`config.mk`:
```
export PLATFORM = sky130hd
export DESIGN_NAME = seq_multiplier
export DESIGN_NICKNAME = d
export VERILOG_FILES = /design/src/rtl/seq_multiplier.sv
export SDC_FILE = /design/constraint.sdc
export NUM_CORES = 1
export LEC_CHECK = 0
export ABC_AREA = 1
export CAP_MARGIN = 20
export CORE_ASPECT_RATIO = 2
export CORE_MARGIN = 8
export CORE_UTILIZATION = 45
export CTS_BUF_LIST = sky130_fd_sc_hd__clkbuf_4
export CTS_CLUSTER_DIAMETER = 100
export DETAILED_ROUTE_END_ITERATION = 10
export PLACE_DENSITY = 0.67
export SKIP_LAST_GASP = 1
export SLEW_MARGIN = 5
export SYNTH_ARGS = -nofsm -noshare
export SYNTH_HDL_FRONTEND = slang
export SYNTH_SLANG_ARGS = --single-unit
export TNS_END_PERCENT = 5
```
`constraint.sdc`:
```
create_clock -name clk -period 2.45 [get_ports clk]
set_clock_uncertainty 0.1 [all_clocks]
set_input_delay 0.735 -clock clk [delete_from_list [all_inputs] [get_ports clk]]
set_output_delay 0.735 -clock clk [all_outputs]
set_load 0.03 [all_outputs]
```
`src/rtl/seq_multiplier.sv`:
```
// Sequential shift-and-add multiplier: WIDTH cycles per product, LSB first.
// Ports: clk, reset (async high), start, A, B in; busy, done, P (2*WIDTH) out.
// Define SEQ_MULT_SIGNED_EN for two's complement operands and product.
module seq_multiplier #(
    parameter int WIDTH = 3
) (
    input  logic               clk,
    input  logic               reset,
    input  logic               start,
    input  logic [WIDTH-1:0]   A,
    input  logic [WIDTH-1:0]   B,
    output logic               busy,
    output logic               done,
    output logic [2*WIDTH-1:0] P
);

    localparam int PW = 2 * WIDTH;
    localparam int CW = $clog2(WIDTH);
    localparam logic [CW-1:0] CNT_ONE  = CW'(1);
    localparam logic [CW-1:0] CNT_LAST = CW'(WIDTH - 1);

    typedef enum logic [1:0] {
        IDLE = 2'd0,
        RUN  = 2'd1,
        DONE = 2'd2
    } state_t;

    state_t            state_q, state_d;
    logic [PW-1:0]     mcand_q, mcand_d;
    logic [WIDTH-1:0]  mplier_q, mplier_d;
    logic [PW-1:0]     acc_q, acc_d;
    logic [CW-1:0]     cnt_q, cnt_d;
    logic [PW-1:0]     p_q, p_d;
    logic [WIDTH-1:0]  a_mag, b_mag;
    logic [PW-1:0]     acc_sum;
    logic [PW-1:0]     result;
    logic              last_bit;

`ifdef SEQ_MULT_SIGNED_EN
    logic neg_q, neg_d;

    // Magnitude of the most-negative value still fits in WIDTH unsigned bits.
    always_comb begin
        a_mag = A[WIDTH-1] ? (WIDTH'(0) - A) : A;
        b_mag = B[WIDTH-1] ? (WIDTH'(0) - B) : B;
        neg_d = neg_q;
        if (state_q == IDLE && start) begin
            neg_d = A[WIDTH-1] ^ B[WIDTH-1];
        end
    end

    always_ff @(posedge clk or posedge reset) begin
        if (reset) begin
            neg_q <= 1'b0;
        end else begin
            neg_q <= neg_d;
        end
    end

    assign result = neg_q ? (PW'(0) - acc_sum) : acc_sum;
`else
    always_comb begin
        a_mag = A;
        b_mag = B;
    end

    assign result = acc_sum;
`endif

    assign last_bit = (cnt_q == CNT_LAST);
    assign acc_sum  = acc_q + (mplier_q[0] ? mcand_q : PW'(0));

    // State register
    always_ff @(posedge clk or posedge reset) begin
        if (reset) begin
            state_q <= IDLE;
        end else begin
            state_q <= state_d;
        end
    end

    // Next-state logic
    always_comb begin
        state_d = state_q;
        unique case (state_q)
            IDLE: if (start) state_d = RUN;
            RUN:  if (last_bit) state_d = DONE;
            DONE: state_d = IDLE;
            default: state_d = IDLE;
        endcase
    end

    // Datapath next values
    always_comb begin
        mcand_d  = mcand_q;
        mplier_d = mplier_q;
        acc_d    = acc_q;
        cnt_d    = cnt_q;
        p_d      = p_q;
        unique case (state_q)
            IDLE: begin
                if (start) begin
                    mcand_d  = {{WIDTH{1'b0}}, a_mag};
                    mplier_d = b_mag;
                    acc_d    = '0;
                    cnt_d    = '0;
                end
            end
            RUN: begin
                acc_d    = acc_sum;
                mcand_d  = mcand_q << 1;
                mplier_d = mplier_q >> 1;
                cnt_d    = cnt_q + CNT_ONE;
                // P only ever sees the finished product.
                if (last_bit) begin
                    p_d   = result;
                    cnt_d = '0;
                end
            end
            default: ;
        endcase
    end

    always_ff @(posedge clk or posedge reset) begin
        if (reset) begin
            mcand_q  <= '0;
            mplier_q <= '0;
            acc_q    <= '0;
            cnt_q    <= '0;
            p_q      <= '0;
        end else begin
            mcand_q  <= mcand_d;
            mplier_q <= mplier_d;
            acc_q    <= acc_d;
            cnt_q    <= cnt_d;
            p_q      <= p_d;
        end
    end

    // Outputs
    always_comb begin
        busy = (state_q == RUN);
        done = (state_q == DONE);
        P    = p_q;
    end

endmodule

```
Word-level counts from Yosys, hierarchy flattened
Index checks and enable logic that the tools add are counted.
- flip-flop bits (word level): 25
- bits in latches: 0
- RAM bits: 0
- memory bits (read-only): 0
- input port bits: 9
- output and inout bits: 8
- memories: 0
- add/sub/neg operators: 2
- $mul: 0
- divide/modulo/power cells: 0
- magnitude comparators: 0
- equal/unequal tests: 5
- shifts and indexed selects: 0
- multiplexer cells: 13
- bitwise gates (word level): 0
- reduce and logical (&&, ||, !) cells: 5
- operators with widths (operator ; count):
    $pmux W6 S2 ; 2
    $mux W6 ; 3
    $mux W2 ; 4
    $pmux W2 S2 ; 2
    $add A6 B6 Y6 ; 1
    $pmux W3 S2 ; 1
    $reduce_and A2 Y1 ; 3
    $eq A2 B2 Y1 const B ; 2
    $mux W3 ; 1
    $add A2 B1 Y2 const B ; 1
    $eq A2 B1 Y1 const B ; 1
    $logic_not A2 Y1 ; 1
    $ne A2 B1 Y1 const B ; 1
    $ne A2 B2 Y1 const B ; 1
    $reduce_bool A2 Y1 ; 1

Longest topological paths before layout
Gate-level depths: netlist (run 1).
- word-level depth: 3
- mapped depth: 10

Least setup slack after synthesis (run 1)
OpenSTA, ideal clock, no wires.
- kind: register -> output
- start: register state_q[1]
- end: output done
- data arrival time: 0.945 ns
- required time: 1.615 ns
- setup slack: 0.670 ns
- cell stages (with the launch flop): 3
- path buffers: 0
- path through: dfrtp_1 > inv_1 > nor2_1
- cells in the longest elaborated chain, start to end: 1
- RTL lines (what ; line ; RTL):
    from (decl) ; 28 ; state_t state_q, state_d;
    from (signal assigned) ; 78 ; state_q <= state_d;
    $eq A2 B2 Y1 ; 143 ; done = (state_q == DONE);
    to (decl) ; 13 ; output logic done,
No other way between the ends.

Worst setup path in the final report (run 1)
Ends and elaborated chain as after synthesis.

==> results.json, run 1 <==
{
  "p_int_mw": 1.03,
  "period_needed_ps": 2220,
  "ioPinCount": 17,
  "area_growth_pct": 17.6,
  "ys_types": 23,
  "syn_avg_cell_area_sq_um": 8.52,
  "insertion_delay_ps": 320,
  "power_mw": 1.87,
  "crit_fanout": 4,
  "gp_congestion": 0.803,
  "comb_power_share_pct": 52.8,
  "setup_violations": 0,
  "numCtsBuffers": 3,
  "p_sw_share_pct": 45.2,
  "cts_hold_buf": 0,
  "n_antenna_cell": 0,
  "io_buffer_count": 16,
  "vias": 1042,
  "num_rows": 28,
  "routed_wl_microns": 2640,
  "clock_sinks": 25,
  "cts_max_level": 1,
  "grt_pass1_wl_microns": 4490,
  "powerDensity_mw_per_mm2": 1200,
  "fin_tns_setup_ps": 0,
  "power.leakage_nw": 0.820,
  "setup_ws_ps": 230,
  "path_class": "flop to primary output",
  "cts_tree": "yes",
  "hp-class": "flop to flop",
  "ys_warn_count": 0,
  "synthesis.nets": 170,
  "ys_ff_latch": 25,
  "viasPerCell": 5.06,
  "routedWlPerCell_microns": 12.8,
  "placed_area_sq_mm": 0.00152,
  "max_freq_mhz": 451,
  "seqPwrFrac_pct": 36.9,
  "switchingPower_mw": 0.845,
  "gr-total-overflow": 0,
  "irDropWorstVdd_mv": 0.574,
  "cp-start-kind": "flop",
  "floorplan.die_area_sq_mm": 0.00503,
  "drc_errors": 0,
  "whs_path_depth": 1,
  "clk_pin_slew_ps": 120,
  "drt_first_pass_iters": 4,
  "drv_cap": 0,
  "required_ps": 1620,
  "crit_arrival_ps": 1380,
  "drt_iter0_markers": 12,
  "antenna_found_initial": 0,
  "fp.coreArea_sq_mm": 0.00287,
  "initial_core_util_pct": 46.0,
  "hold_viol_final": 0,
  "cts_root_buffer": "clkbuf_4",
  "critPathCaptureType": "primary output",
  "pre_cts_ws_ps": 299,
  "status": "completed",
  "worstMarginPinSlew_ps": 344,
  "syn_inst": 155,
  "netlist_area_sq_mm": 0.00132,
  "reg2reg_depth": 10,
  "relSlewSlack_pct": 77.1,
  "postCtsSetupRepairBufs": 0,
  "hpwl_microns": 2080,
  "fp.dieW_microns": 54.3,
  "die_h_microns": 92.6,
  "grt_max_degree": 26,
  "synth_seq_area_share_pct": 47.3,
  "fin_area_sq_mm": 0.00155,
  "maxSlewViolCount": 0,
  "cts_max_path_buffers": 2,
  "antenna_left": 0,
  "track_usage_pct": 11.4,
  "nets": 192,
  "drive_above_1_share_pct": 10.8,
  "clkPwrFrac_pct": 10.3,
  "period_share_pct": 90.6,
  "rsz0062_at_grt": "false",
  "grt_pass1_vias": 1078
}
## kinds of logic (layout without fill, tap and decap cells)
group / Yosys count / in the layout / synth area share [%]
adders and majority gates: 6 / 6 / 6.25
DFF: 25 / 25 / 47.3
buffers and inverters: 28 / 49 / 9.57
xor gates and xnor gates: 2 / 2 / 1.33
AOI/OAI and AO/OA: 26 / 26 / 12.1
and+or+nand+nor: 68 / 68 / 23.4
## cell usage in the layout (no fill, tap or decap)
cell type	instances
nand2_1	43
dfrtp_1	25
inv_1	22
clkdlybuf4s50_1	14
nand3_1	12
nor2_1	9
o21ai_0	9
ha_1	5
o21ai_2	4
o22ai_1	4
o21ai_1	4
clkbuf_4	4
a21oi_1	3
buf_4	3
inv_2	2
nor2_8	2
inv_6	2
xnor2_1	1
nand3b_1	1
or2_2	1
xor2_1	1
o31ai_2	1
a22oi_1	1
fa_1	1
dlymetal6s2s_1	1
dlygate4sd2_1	1
## cell type report
class	instances	area, sq um
inverters	26	108
clock buffers	4	30.0
well taps	30	37.5
repair buffers	19	184
multi-input cells	102	569
flip-flops and latches	25	626
fillers	283	1320
## synthesized netlist by cell type, drive strengths merged
| cell | number | area [sq um] |
|---|---|---|
| nand2 | 43 | 161 |
| inv | 26 | 108 |
| dfrtp | 25 | 626 |
| o21ai | 17 | 100 |
| nand3 | 12 | 60.1 |
| nor2 | 11 | 73.8 |
| ha | 5 | 62.6 |
| o22ai | 4 | 25.0 |
| a21oi | 3 | 15.0 |
| buf | 2 | 18.8 |
| a22oi | 1 | 7.51 |
| fa | 1 | 20.0 |
| nand3b | 1 | 7.51 |
| o31ai | 1 | 12.5 |
| or2 | 1 | 6.26 |
| xnor2 | 1 | 8.76 |
| xor2 | 1 | 8.76 |
## what timing repair did
item	4_1_cts	5_1_grt
hold endpoints to repair	0	0
gates resized for setup	1	1
setup endpoints to repair	1	1
pin swaps	0	0
## power groups by stage
stage | clock [mW] | combinational [mW] | sequential (mW)
6_report | 0.193 | 0.987 | 0.690
5_1_grt | 0.212 | 1.12 | 0.710
4_1_cts | 0.204 | 1.01 | 0.691
3_5_place_dp | 0 | 1.00 | 0.701
3_3_place_gp | 0 | 0.983 | 0.701
2_1_floorplan | 0 | 0.667 | 0.757
## flip-flops by register name, indices dropped and copies added (netlist names)
name and flops:
P 6, mcand_q 6, mplier_q 3, state_q 2, acc_q 6, cnt_q 2
## layer usage
metal	vias up	GRT usage, %	wire [microns]
met5	-	0	0
met1	485	13.9	1120
met2	17	18.8	1390
li1	535	-	-
met4	0	5.37	55
met3	5	1.44	81
## critical path, cell delays in order, from the launching register on
cell and delay (ps):
dfrtp_1 460, inv_1 120, nor2_1 100, dlygate4sd2_1 400
## metrics by stage
step / instances / util (%) / hold WS, ps
floorplan: 155 / - / 344
global placement: 202 / 53.0 / 357
detailed placement: 202 / 53.0 / 368
CTS: 206 / 54.0 / 386
global route: 206 / 54.1 / 396
finish: 206 / 54.1 / 379
## worst paths after layout
kind	start	endpoint	slack [ps]
hold / removal	cnt_q[1]$_DFFE_PP0P_	cnt_q[0]$_DFFE_PP0P_	380
setup / recovery	state_q[1]$_DFFE_PP0P_	done	230
max in group asynchronous	reset	state_q[0]$_DFFE_PP0P_	1350
min in group asynchronous	reset	acc_q[4]$_DFFE_PP0P_	650
hold reg to reg	cnt_q[1]$_DFFE_PP0P_	cnt_q[0]$_DFFE_PP0P_	380
setup reg to reg	mplier_q[0]$_DFFE_PP0P_	P[4]$_DFFE_PP0P_	520
(Power assumes the default switching activity.)
==> run 2: changes to the inputs <==
Settings changed: HOLD_SLACK_MARGIN set to 0.1.
==> results of run 2 <==
Final layout, timing and power as in run 1 (identical DEF).
